<file path="src/rtl/dm_port_arbiter_pkg.sv">
// Shared encodings for the data-memory port arbiter: access-size codes,
// FSM state encoding and requester identifiers.
// No logic here; imported by dm_port_arbiter and dm_lane_steer.
package dm_port_arbiter_pkg;

  // CPU access-size codes carried on cpu_type.
  localparam logic [2:0] SZ_WORD = 3'd0;
  localparam logic [2:0] SZ_HALF = 3'd1;
  localparam logic [2:0] SZ_BYTE = 3'd2;

  // Arbiter sequencing states.
  typedef enum logic [1:0] {
    ST_IDLE = 2'd0,
    ST_BUSY = 2'd1,
    ST_RESP = 2'd2
  } dm_state_t;

  // Requester identity, used both for the current owner and for last_grant.
  typedef enum logic {
    OWN_CPU = 1'b0,
    OWN_DMA = 1'b1
  } dm_owner_t;

  // Word-aligned byte offset of a lane: lane n starts at bit 8*n.
  function automatic logic [4:0] lane_shift(input logic [1:0] lane);
    return {lane, 3'b000};
  endfunction

endpackage

</file>
<file path="src/rtl/dm_lane_steer.sv">
// CPU store lane steering: size/addr/wdata/irq -> byte enables, lane data, misalignment.
// Latency: purely combinational, zero cycles.
// Backpressure: none; evaluated every cycle, consumed by the arbiter at accept.
module dm_lane_steer
  import dm_port_arbiter_pkg::*;
(
  input  logic [2:0]  size,        // SZ_WORD / SZ_HALF / SZ_BYTE, anything else unknown
  input  logic [1:0]  addr_lo,     // byte offset within the word
  input  logic [31:0] wdata,       // right-aligned store data
  input  logic        we,          // 1 = store; loads never enable lanes
  input  logic        irq_cancel,  // pending interrupt suppresses store lanes
  output logic [3:0]  lane_byteen,
  output logic [31:0] lane_wdata,
  output logic        misaligned
);

  // Decode size and offset into lane enables and shifted data.
  always_comb begin
    lane_byteen = 4'b0000;
    lane_wdata  = wdata;
    misaligned  = 1'b0;
    case (size)
      SZ_WORD: begin
        lane_byteen = 4'b1111;
        misaligned  = |addr_lo;
      end
      SZ_HALF: begin
        misaligned = addr_lo[0];
        if (addr_lo[1]) begin
          lane_byteen = 4'b1100;
          lane_wdata  = {wdata[15:0], 16'h0000};
        end else begin
          lane_byteen = 4'b0011;
          lane_wdata  = {16'h0000, wdata[15:0]};
        end
      end
      SZ_BYTE: begin
        lane_byteen = 4'b0001 << addr_lo;
        lane_wdata  = {24'h000000, wdata[7:0]} << lane_shift(addr_lo);
      end
      default: begin
        lane_byteen = 4'b0000;
        lane_wdata  = wdata;
      end
    endcase
    // Loads write nothing; an interrupt at accept turns the store into a
    // no-op write while keeping the memory handshake intact.
    if (!we || irq_cancel) begin
      lane_byteen = 4'b0000;
    end
  end

endmodule

</file>
<file path="src/rtl/dm_port_arbiter.sv">
// Shares one data-memory port between the CPU MEM stage and the DMA port (optional DM_TIMEOUT_EN).
// Latency: min 3 cycles per access (accept, BUSY with mem_ready, RESP pulse); misaligned CPU = 2.
// Backpressure: requesters hold valid until their ready/exc pulse; memory stalls BUSY via mem_ready.
module dm_port_arbiter
  import dm_port_arbiter_pkg::*;
#(
  parameter int TIMEOUT_CYCLES = 64,
  parameter int ADDR_W         = 32
) (
  input  logic              clk,
  input  logic              reset_n,
  // CPU MEM stage
  input  logic              cpu_valid,
  input  logic              cpu_we,
  input  logic [2:0]        cpu_type,
  input  logic [ADDR_W-1:0] cpu_addr,
  input  logic [31:0]       cpu_wdata,
  input  logic              cpu_irq_req,
  output logic              cpu_ready,
  output logic              cpu_exc,
  output logic [31:0]       cpu_rdata,
  // DMA / bridge port, word accesses only
  input  logic              dma_valid,
  input  logic              dma_we,
  input  logic [ADDR_W-1:0] dma_addr,
  input  logic [31:0]       dma_wdata,
  output logic              dma_ready,
  output logic [31:0]       dma_rdata,
  // Data memory
  output logic              mem_en,
  output logic              mem_we,
  output logic [ADDR_W-1:0] mem_addr,
  output logic [31:0]       mem_wdata,
  output logic [3:0]        mem_byteen,
  input  logic              mem_ready,
  input  logic [31:0]       mem_rdata,
  output logic              timeout_err
);

  dm_state_t   state;
  dm_owner_t   owner;
  dm_owner_t   last_grant;
  logic        grant_cpu;
  logic        grant_dma;
  logic [3:0]  st_byteen;
  logic [31:0] st_wdata;
  logic        st_misaligned;
  logic        unused_sig;

  dm_lane_steer u_lane_steer (
    .size        (cpu_type),
    .addr_lo     (cpu_addr[1:0]),
    .wdata       (cpu_wdata),
    .we          (cpu_we),
    .irq_cancel  (cpu_irq_req),
    .lane_byteen (st_byteen),
    .lane_wdata  (st_wdata),
    .misaligned  (st_misaligned)
  );

`ifdef DM_TIMEOUT_EN
  localparam int TO_W = (TIMEOUT_CYCLES > 1) ? $clog2(TIMEOUT_CYCLES) : 1;
  localparam logic [TO_W-1:0] TO_LAST = TO_W'(TIMEOUT_CYCLES - 1);

  logic [TO_W-1:0] tmo_cnt;
  logic            tmo_err_q;

  assign timeout_err = tmo_err_q;
  // DMA low address bits are don't-care: DMA is word-only.
  assign unused_sig  = ^dma_addr[1:0];
`else
  assign timeout_err = 1'b0;
  // Without the watchdog the limit has no consumer.
  assign unused_sig  = ^{dma_addr[1:0], (TIMEOUT_CYCLES > 0)};
`endif

  // Round-robin pick in IDLE: a lone requester wins, a tie goes to whoever did not win last.
  always_comb begin
    grant_cpu = 1'b0;
    grant_dma = 1'b0;
    if (state == ST_IDLE) begin
      if (cpu_valid && (!dma_valid || (last_grant == OWN_DMA))) begin
        grant_cpu = 1'b1;
      end else if (dma_valid) begin
        grant_dma = 1'b1;
      end
    end
  end

  // Access sequencer: latches the winning request, drives the memory handshake, pulses completion.
  always_ff @(posedge clk or negedge reset_n) begin
    if (!reset_n) begin
      state      <= ST_IDLE;
      owner      <= OWN_CPU;
      last_grant <= OWN_DMA;
      cpu_ready  <= 1'b0;
      cpu_exc    <= 1'b0;
      cpu_rdata  <= 32'h0;
      dma_ready  <= 1'b0;
      dma_rdata  <= 32'h0;
      mem_en     <= 1'b0;
      mem_we     <= 1'b0;
      mem_addr   <= '0;
      mem_wdata  <= 32'h0;
      mem_byteen <= 4'b0000;
`ifdef DM_TIMEOUT_EN
      tmo_cnt    <= '0;
      tmo_err_q  <= 1'b0;
`endif
    end else begin
      case (state)
        ST_IDLE: begin
          if (grant_cpu) begin
            last_grant <= OWN_CPU;
            owner      <= OWN_CPU;
            if (st_misaligned) begin
              // Fault is reported without touching memory.
              cpu_exc <= 1'b1;
              state   <= ST_RESP;
            end else begin
              mem_en     <= 1'b1;
              mem_we     <= cpu_we;
              mem_addr   <= {cpu_addr[ADDR_W-1:2], 2'b00};
              mem_wdata  <= st_wdata;
              mem_byteen <= st_byteen;
              state      <= ST_BUSY;
`ifdef DM_TIMEOUT_EN
              tmo_cnt    <= '0;
`endif
            end
          end else if (grant_dma) begin
            last_grant <= OWN_DMA;
            owner      <= OWN_DMA;
            mem_en     <= 1'b1;
            mem_we     <= dma_we;
            mem_addr   <= {dma_addr[ADDR_W-1:2], 2'b00};
            mem_wdata  <= dma_wdata;
            mem_byteen <= dma_we ? 4'b1111 : 4'b0000;
            state      <= ST_BUSY;
`ifdef DM_TIMEOUT_EN
            tmo_cnt    <= '0;
`endif
          end
        end

        ST_BUSY: begin
          if (mem_ready) begin
            mem_en <= 1'b0;
            mem_we <= 1'b0;
            state  <= ST_RESP;
            if (owner == OWN_CPU) begin
              cpu_rdata <= mem_rdata;
              cpu_ready <= 1'b1;
            end else begin
              dma_rdata <= mem_rdata;
              dma_ready <= 1'b1;
            end
          end
`ifdef DM_TIMEOUT_EN
          else if (tmo_cnt == TO_LAST) begin
            // Memory never answered: abandon the cycle and complete with zero data.
            mem_en    <= 1'b0;
            mem_we    <= 1'b0;
            tmo_err_q <= 1'b1;
            state     <= ST_RESP;
            if (owner == OWN_CPU) begin
              cpu_rdata <= 32'h0;
              cpu_ready <= 1'b1;
            end else begin
              dma_rdata <= 32'h0;
              dma_ready <= 1'b1;
            end
          end else begin
            tmo_cnt <= tmo_cnt + 1'b1;
          end
`endif
        end

        ST_RESP: begin
          // Pulses last exactly one cycle; requesters re-arbitrate from IDLE.
          cpu_ready <= 1'b0;
          cpu_exc   <= 1'b0;
          dma_ready <= 1'b0;
`ifdef DM_TIMEOUT_EN
          tmo_err_q <= 1'b0;
`endif
          state     <= ST_IDLE;
        end

        default: begin
          state <= ST_IDLE;
        end
      endcase
    end
  end

endmodule

</file>
<file path="config.mk">
export PLATFORM = sky130hd
export DESIGN_NAME = dm_port_arbiter
export DESIGN_NICKNAME = d
export VERILOG_FILES = /design/src/rtl/dm_port_arbiter_pkg.sv /design/src/rtl/dm_lane_steer.sv /design/src/rtl/dm_port_arbiter.sv
export SDC_FILE = /design/constraint.sdc
export NUM_CORES = 1
export LEC_CHECK = 0
export CAP_MARGIN = 20
export CORE_MARGIN = 3
export CORE_UTILIZATION = 42
export DETAILED_ROUTE_END_ITERATION = 8
export PLACE_DENSITY = 0.82
export RECOVER_POWER = 100
export SLEW_MARGIN = 20
export SYNTH_ARGS = -nofsm -noshare
export SYNTH_HDL_FRONTEND = slang
export SYNTH_SLANG_ARGS = --single-unit
</file>
<file path="constraint.sdc">
create_clock -name clk -period 2.35 [get_ports clk]
set_clock_uncertainty 0.15 [all_clocks]
set_input_delay 0.3525 -clock clk [delete_from_list [all_inputs] [get_ports clk]]
set_output_delay 0.3525 -clock clk [all_outputs]
set_load 0.05 [all_outputs]
</file>
==> results of run 1 <==
## kinds of logic after synthesis
logic type,Yosys count,share of synthesized area
AOI/OAI and AO/OA,109,0.1264
buffers and inverters,59,0.04340
DFF,139,0.5271
muxes,134,0.2396
other,1,0.0005681
and+or+nand+nor,82,0.06293
## through the flow
stage,std cells,setup TNS (ns)
after CTS,1070,0
final,1070,0
after detailed placement,1037,-8.909
after floorplan,526,0
after global routing,1070,0
after global placement,1037,-6.667
## final timing paths
kind | startpoint | end | slack, ns | cells after the start
worst max-delay path | cpu_type[0] | mem_wdata[29] | 0.08 | 6
worst min-delay path | last_grant | last_grant | 0.32 | 2
worst max register to register | state[0] | mem_wdata[24] | 0.11 | 6
worst min register to register | last_grant | last_grant | 0.32 | 2
max in group asynchronous | reset_n | mem_wdata[7] | 0.33 | 3
min in group asynchronous | reset_n | mem_addr[10] | 0.63 | 2
## critical path: stages
cell,delay (ns)
clkdlybuf4s50_1,0.54
nand2b_1,0.22
a21o_1,0.35
a2111oi_0,0.66
buf_4,0.21
o31ai_1,0.06
## power by group through the flow
| stage | combinational, uW | sequential (uW) | clock (uW) |
|---|---|---|---|
| 2_1_floorplan | 2460 | 8400 | 0 |
| 3_3_place_gp | 10100 | 4300 | 0 |
| 3_5_place_dp | 10300 | 4370 | 0 |
| 4_1_cts | 10300 | 4350 | 2800 |
| 5_1_grt | 10200 | 4430 | 2890 |
| 6_report | 9740 | 4280 | 2740 |
## area by class of cell
cell class,count,area [um2],area share
sequential,139,3480,0.3258
timing repair buffer,345,3410,0.3193
multi-input combinational,328,2861,0.2680
clock buffer,19,452.9,0.04241
tap,211,264.0,0.02472
clock inverter,13,155.1,0.01453
inverter,15,56.30,0.005272
## cells in the mapped netlist (all sizes together)
cell type	number	area, um2
dfrtp	138	3453
mux2	132	1561
o31ai	40	300.3
nor2	32	120.1
buf	27	166.4
o211ai	24	180.2
a221oi	20	175.2
clkbuf	17	63.81
inv	15	56.30
nand2	13	48.80
nor3	12	60.06
a2111oi	9	78.83
and2	8	50.05
nand2b	6	45.04
o21ai	6	30.02
a21oi	4	23.77
nor3b	3	22.52
a21o	2	15.01
mux2i	2	20.02
nor2b	2	12.51
o21a	2	15.01
a21boi	1	7.510
conb	1	3.750
dfstp	1	26.28
nand3	1	5.000
nand3b	1	20.02
nor4bb	1	10.01
o22a	1	8.760
or2	1	6.260
or3	1	6.260
or3b	1	8.760
## routing by layer
metal  wire, um  GRT usage  up-vias
li1           -          -     2583
met1       8402     0.2992     2791
met2      11330     0.4453      312
met3       2283    0.09954       16
met4        232    0.06184        0
met5          0          0        -
## repair_timing
item,in CTS,in global routing
hold buffers,1,0
resized for setup,1,3
gates cloned,0,0
hold endpoints to repair,47,0
endpoints found under the setup margin,1,3
setup buffers,0,0
## state kept, by name, indices dropped and copies added, names as in the netlist
register    flops
mem_byteen      4
mem_en          1
cpu_exc         1
owner           1
last_grant      1
cpu_ready       1
dma_ready       1
state           2
dma_rdata      32
cpu_rdata      32
mem_we          1
mem_wdata      32
mem_addr       30
==> flow_summary.ini, run 1 <==
[outcome]
status = complete, no violations

[sta]
rsz0062_at_grt = no
clock.fmax_mhz = 440.8
setup_violations = 0
period_needed_ns = 2.269
worstMarginPinSlew_ns = 1.406
period_share = 0.9654
final.setup.worst_slack_ns = 0.08142
hold-worst-slack_ns = 0.3174
hold_viol = 0
maxSlewViolCount = 0
relSlewSlack = 0.06244

[final_layout]
final_area_um2 = 10680
area_growth_syn_to_layout_pct = 61.77
fin_util = 0.6973
nets = 1017
final_cell_mix = clkdlybuf4s50_1, dfrtp_1, dlygate4sd3_1
fillers = 1108
post_route_cells_drive_above_1_share = 0.2398
antenna_cells = 0
final_common_cell = clkdlybuf4s50_1

[floorplan]
fp.dieH_um = 131.4
start_util = 0.4310
core_area_um2 = 15310
die_w_um = 131.4
die_area_um2 = 17260
rows = 45
pin_count = 309

[route]
via_per_inst = 5.329
firstDrtPassIters = 5
route.detailed.drc = 0
drtIter0Drc = 315
ant_nets = 0
drt-total-wl_um = 22250
num_vias = 5702
wl_per_cell_um = 20.80

[worst_hold_path]
min-delay-path-class = reg -> reg

[synthesis]
seq_area_frac_synth = 0.5271
synth_area_um2 = 6601
synth.distinct_cells = 39
syn_inst = 524
avgSynthCellArea_um2 = 12.60
synth_seq_cells = 139
synth_warnings = 0

[grt]
gr-total-overflow = 0
grt_pass1_wl_um = 35060
grt_start_max_net_pins = 54
grt_antenna_before_repair = 0
grt_pass1_vias = 6140
track_usage = 0.2561

[pwr]
p_comb_frac = 0.581
p_total_uw = 16770
powerDensity_nw_per_um2 = 1570
vdd_drop_max_mv = 1.068
leakage_uw = 0.004527
p_int_uw = 8702
power_frac_seq = 0.255
swShare = 0.4810
clkPwrFrac = 0.164
switchingPower_uw = 8064

[worst_setup_path]
critPathKind = in -> reg
cp.arrival_ns = 2.41
endpoint_kind = flop
cp-start-kind = input port
critPathMaxFanout = 11
required_ns = 2.49

[clocking]
path_clk_slew_ns = 0.06
cts.sinks = 139
clockRootBuffer = clkbuf_16
cts_tree = done
cts_max_path_buffers = 2
cts.htree.levels = 4
cts_buffers = 17
clk-insertion-delay-late_ns = 0.41

[flow_run]
maxCapViolations = 0

[placed_design]
routabilityCongestion = 0.9197
dpl_cell_area_um2 = 10120
dp_hpwl_um = 16960
place_worst_setup_slack_ns = -0.4485
numPortBuffers = 303
No activity file was read; power rests on OpenSTA's default activity.
==> run 2: changes to the inputs <==
--- a/config.mk
+++ b/config.mk
@@ -8,8 +8,9 @@
 export CAP_MARGIN = 20
 export CORE_MARGIN = 3
 export CORE_UTILIZATION = 42
+export CTS_CLUSTER_DIAMETER = 40
 export DETAILED_ROUTE_END_ITERATION = 8
-export PLACE_DENSITY = 0.82
+export PLACE_DENSITY = 0.88
 export RECOVER_POWER = 100
 export SLEW_MARGIN = 20
 export SYNTH_ARGS = -nofsm -noshare
==> flow_summary.ini, run 2 (same netlist as run 1, synthesis figures left out) <==
[outcome]
status = complete, no violations

[clocking]
cts_buffers = 17
cts.htree.levels = 4
cts_max_path_buffers = 2
cts_tree = done
clockRootBuffer = clkbuf_16
clk-insertion-delay-late_ns = 0.41
cts.sinks = 139
cts_setup_buffers = 0
path_clk_slew_ns = 0.06

[route]
drtIter0Drc = 352
firstDrtPassIters = 5
num_vias = 5745
via_per_inst = 5.379
ant_nets = 0
drt-total-wl_um = 21000
route.detailed.drc = 0
wl_per_cell_um = 19.67

[floorplan]
core_area_um2 = 15310
die_area_um2 = 17260
pin_count = 309
rows = 45
die_w_um = 131.4
fp.dieH_um = 131.4
start_util = 0.4310

[final_layout]
multiInputGateArea_um2 = 2865
regArea_um2 = 3480
reg.largest.list = cpu_rdata x32, dma_rdata x32, mem_wdata x32
area_growth_syn_to_layout_pct = 60.97
nets = 1014
final_cell_mix = clkdlybuf4s50_1, dfrtp_1, dlygate4sd3_1
final_common_cell = clkdlybuf4s50_1
post_route_cells_drive_above_1_share = 0.2336
fillers = 1080

[sta]
worstMarginPinSlew_ns = 1.411
period_needed_ns = 2.250
setup_tns_ns = 0
period_share = 0.9574
maxSlewViolCount = 0
clock.fmax_mhz = 444.5
rsz0062_at_grt = no
hold_viol = 0
setup_violations = 0
relSlewSlack = 0.05916

[flow_run]
maxCapViolations = 0

[placed_design]
dp_hpwl_um = 15610
routabilityCongestion = 0.8561
numPortBuffers = 303

[worst_setup_path]
critPathMaxFanout = 30
endpoint_kind = flop
cp.arrival_ns = 2.39
critPathKind = reg -> reg
required_ns = 2.49
cp-start-kind = flop

[grt]
grt_pass1_vias = 6106
grt_pass1_wl_um = 33150
track_usage = 0.2412
grt_antenna_before_repair = 1
gr-total-overflow = 0
grt_start_max_net_pins = 59

[pwr]
leakage_uw = 0.004503
powerDensity_nw_per_um2 = 1567
p_total_uw = 16660
vdd_drop_max_mv = 1.067

[worst_hold_path]
min-delay-path-class = reg -> reg
[run 2: cell count changes in the layout (fill, tap and decap cells not counted), moves of 2 or more]
cell / previous run / this run
clkbuf_2: 7 / 4
a2111oi_1: 2 / 4
clkbuf_4: 2 / 0
clkinv_4: 2 / 5
clkinvlp_4: 3 / 1
clkbuf_1: 1 / 5
buf_12: 6 / 4
mux2_1: 8 / 6
[run 2: path summary, 6_finish.rpt]
| kind | start | end | slack [ns] | cells past startpoint |
|---|---|---|---|---|
| min in group asynchronous | reset_n | mem_byteen[3] | 0.67 | 2 |
| max reg2reg | last_grant | mem_addr[22] | 0.10 | 5 |
| max | last_grant | mem_addr[22] | 0.10 | 5 |
| min | dma_ready | dma_ready | 0.33 | 2 |
| max in group asynchronous | reset_n | mem_addr[31] | 0.29 | 3 |
| min reg2reg | dma_ready | dma_ready | 0.33 | 2 |
[run 2: layer usage]
layer / track usage / share of wire / vias up
met5: 0 / 0 / -
met4: 0.08635 / 0.030 / 0
met3: 0.08346 / 0.093 / 43
met2: 0.4208 / 0.51 / 304
met1: 0.2751 / 0.37 / 2814
li1: - / - / 2584
[run 2: power by group]
part           switching (uW)  internal [uW]
clock network            1110           1620
logic                    6280           3390
registers                 622           3630
[run 2: area by class of cell]
| cell class | count | share of cell area |
|---|---|---|
| Tap cell | 211 | 0.02484 |
| Inverter | 15 | 0.005299 |
| Antenna cell | 1 | 0.0002355 |
| Sequential cell | 139 | 0.3274 |
| Clock buffer | 19 | 0.04168 |
| Timing Repair Buffer | 342 | 0.3160 |
| Clock inverter | 13 | 0.01484 |
| Multi-Input combinational cell | 328 | 0.2696 |
[run 2: what timing repair did]
item / CTS / global route
endpoints found under the setup margin: 0 / 4
hold buffers: 1 / 0
endpoints found under the hold margin: 55 / 0
resized for setup: 0 / 4
[run 2: worst max-delay path: stages (launching register included)]
cell and delay, ns:
dfstp_2 0.55, nor2b_1 0.06, or3_4 0.41, o21ai_4 0.18, buf_4 0.38, mux2_2 0.38
[run 2: per-stage QoR]
step	utilization	hold slack, ns	cell area, um2	instances	setup slack [ns]
after CTS	0.6984	0.3398	10700	1067	0.02513
final	0.6939	0.3313	10630	1068	0.1002
after global placement	0.6586	0.2143	10090	1034	-0.3291
after floorplan	-	-0.09309	6609	526	0.2995
after detailed placement	0.6586	0.2064	10090	1034	-0.3479
after global routing	0.6939	0.3476	10630	1068	0.01876
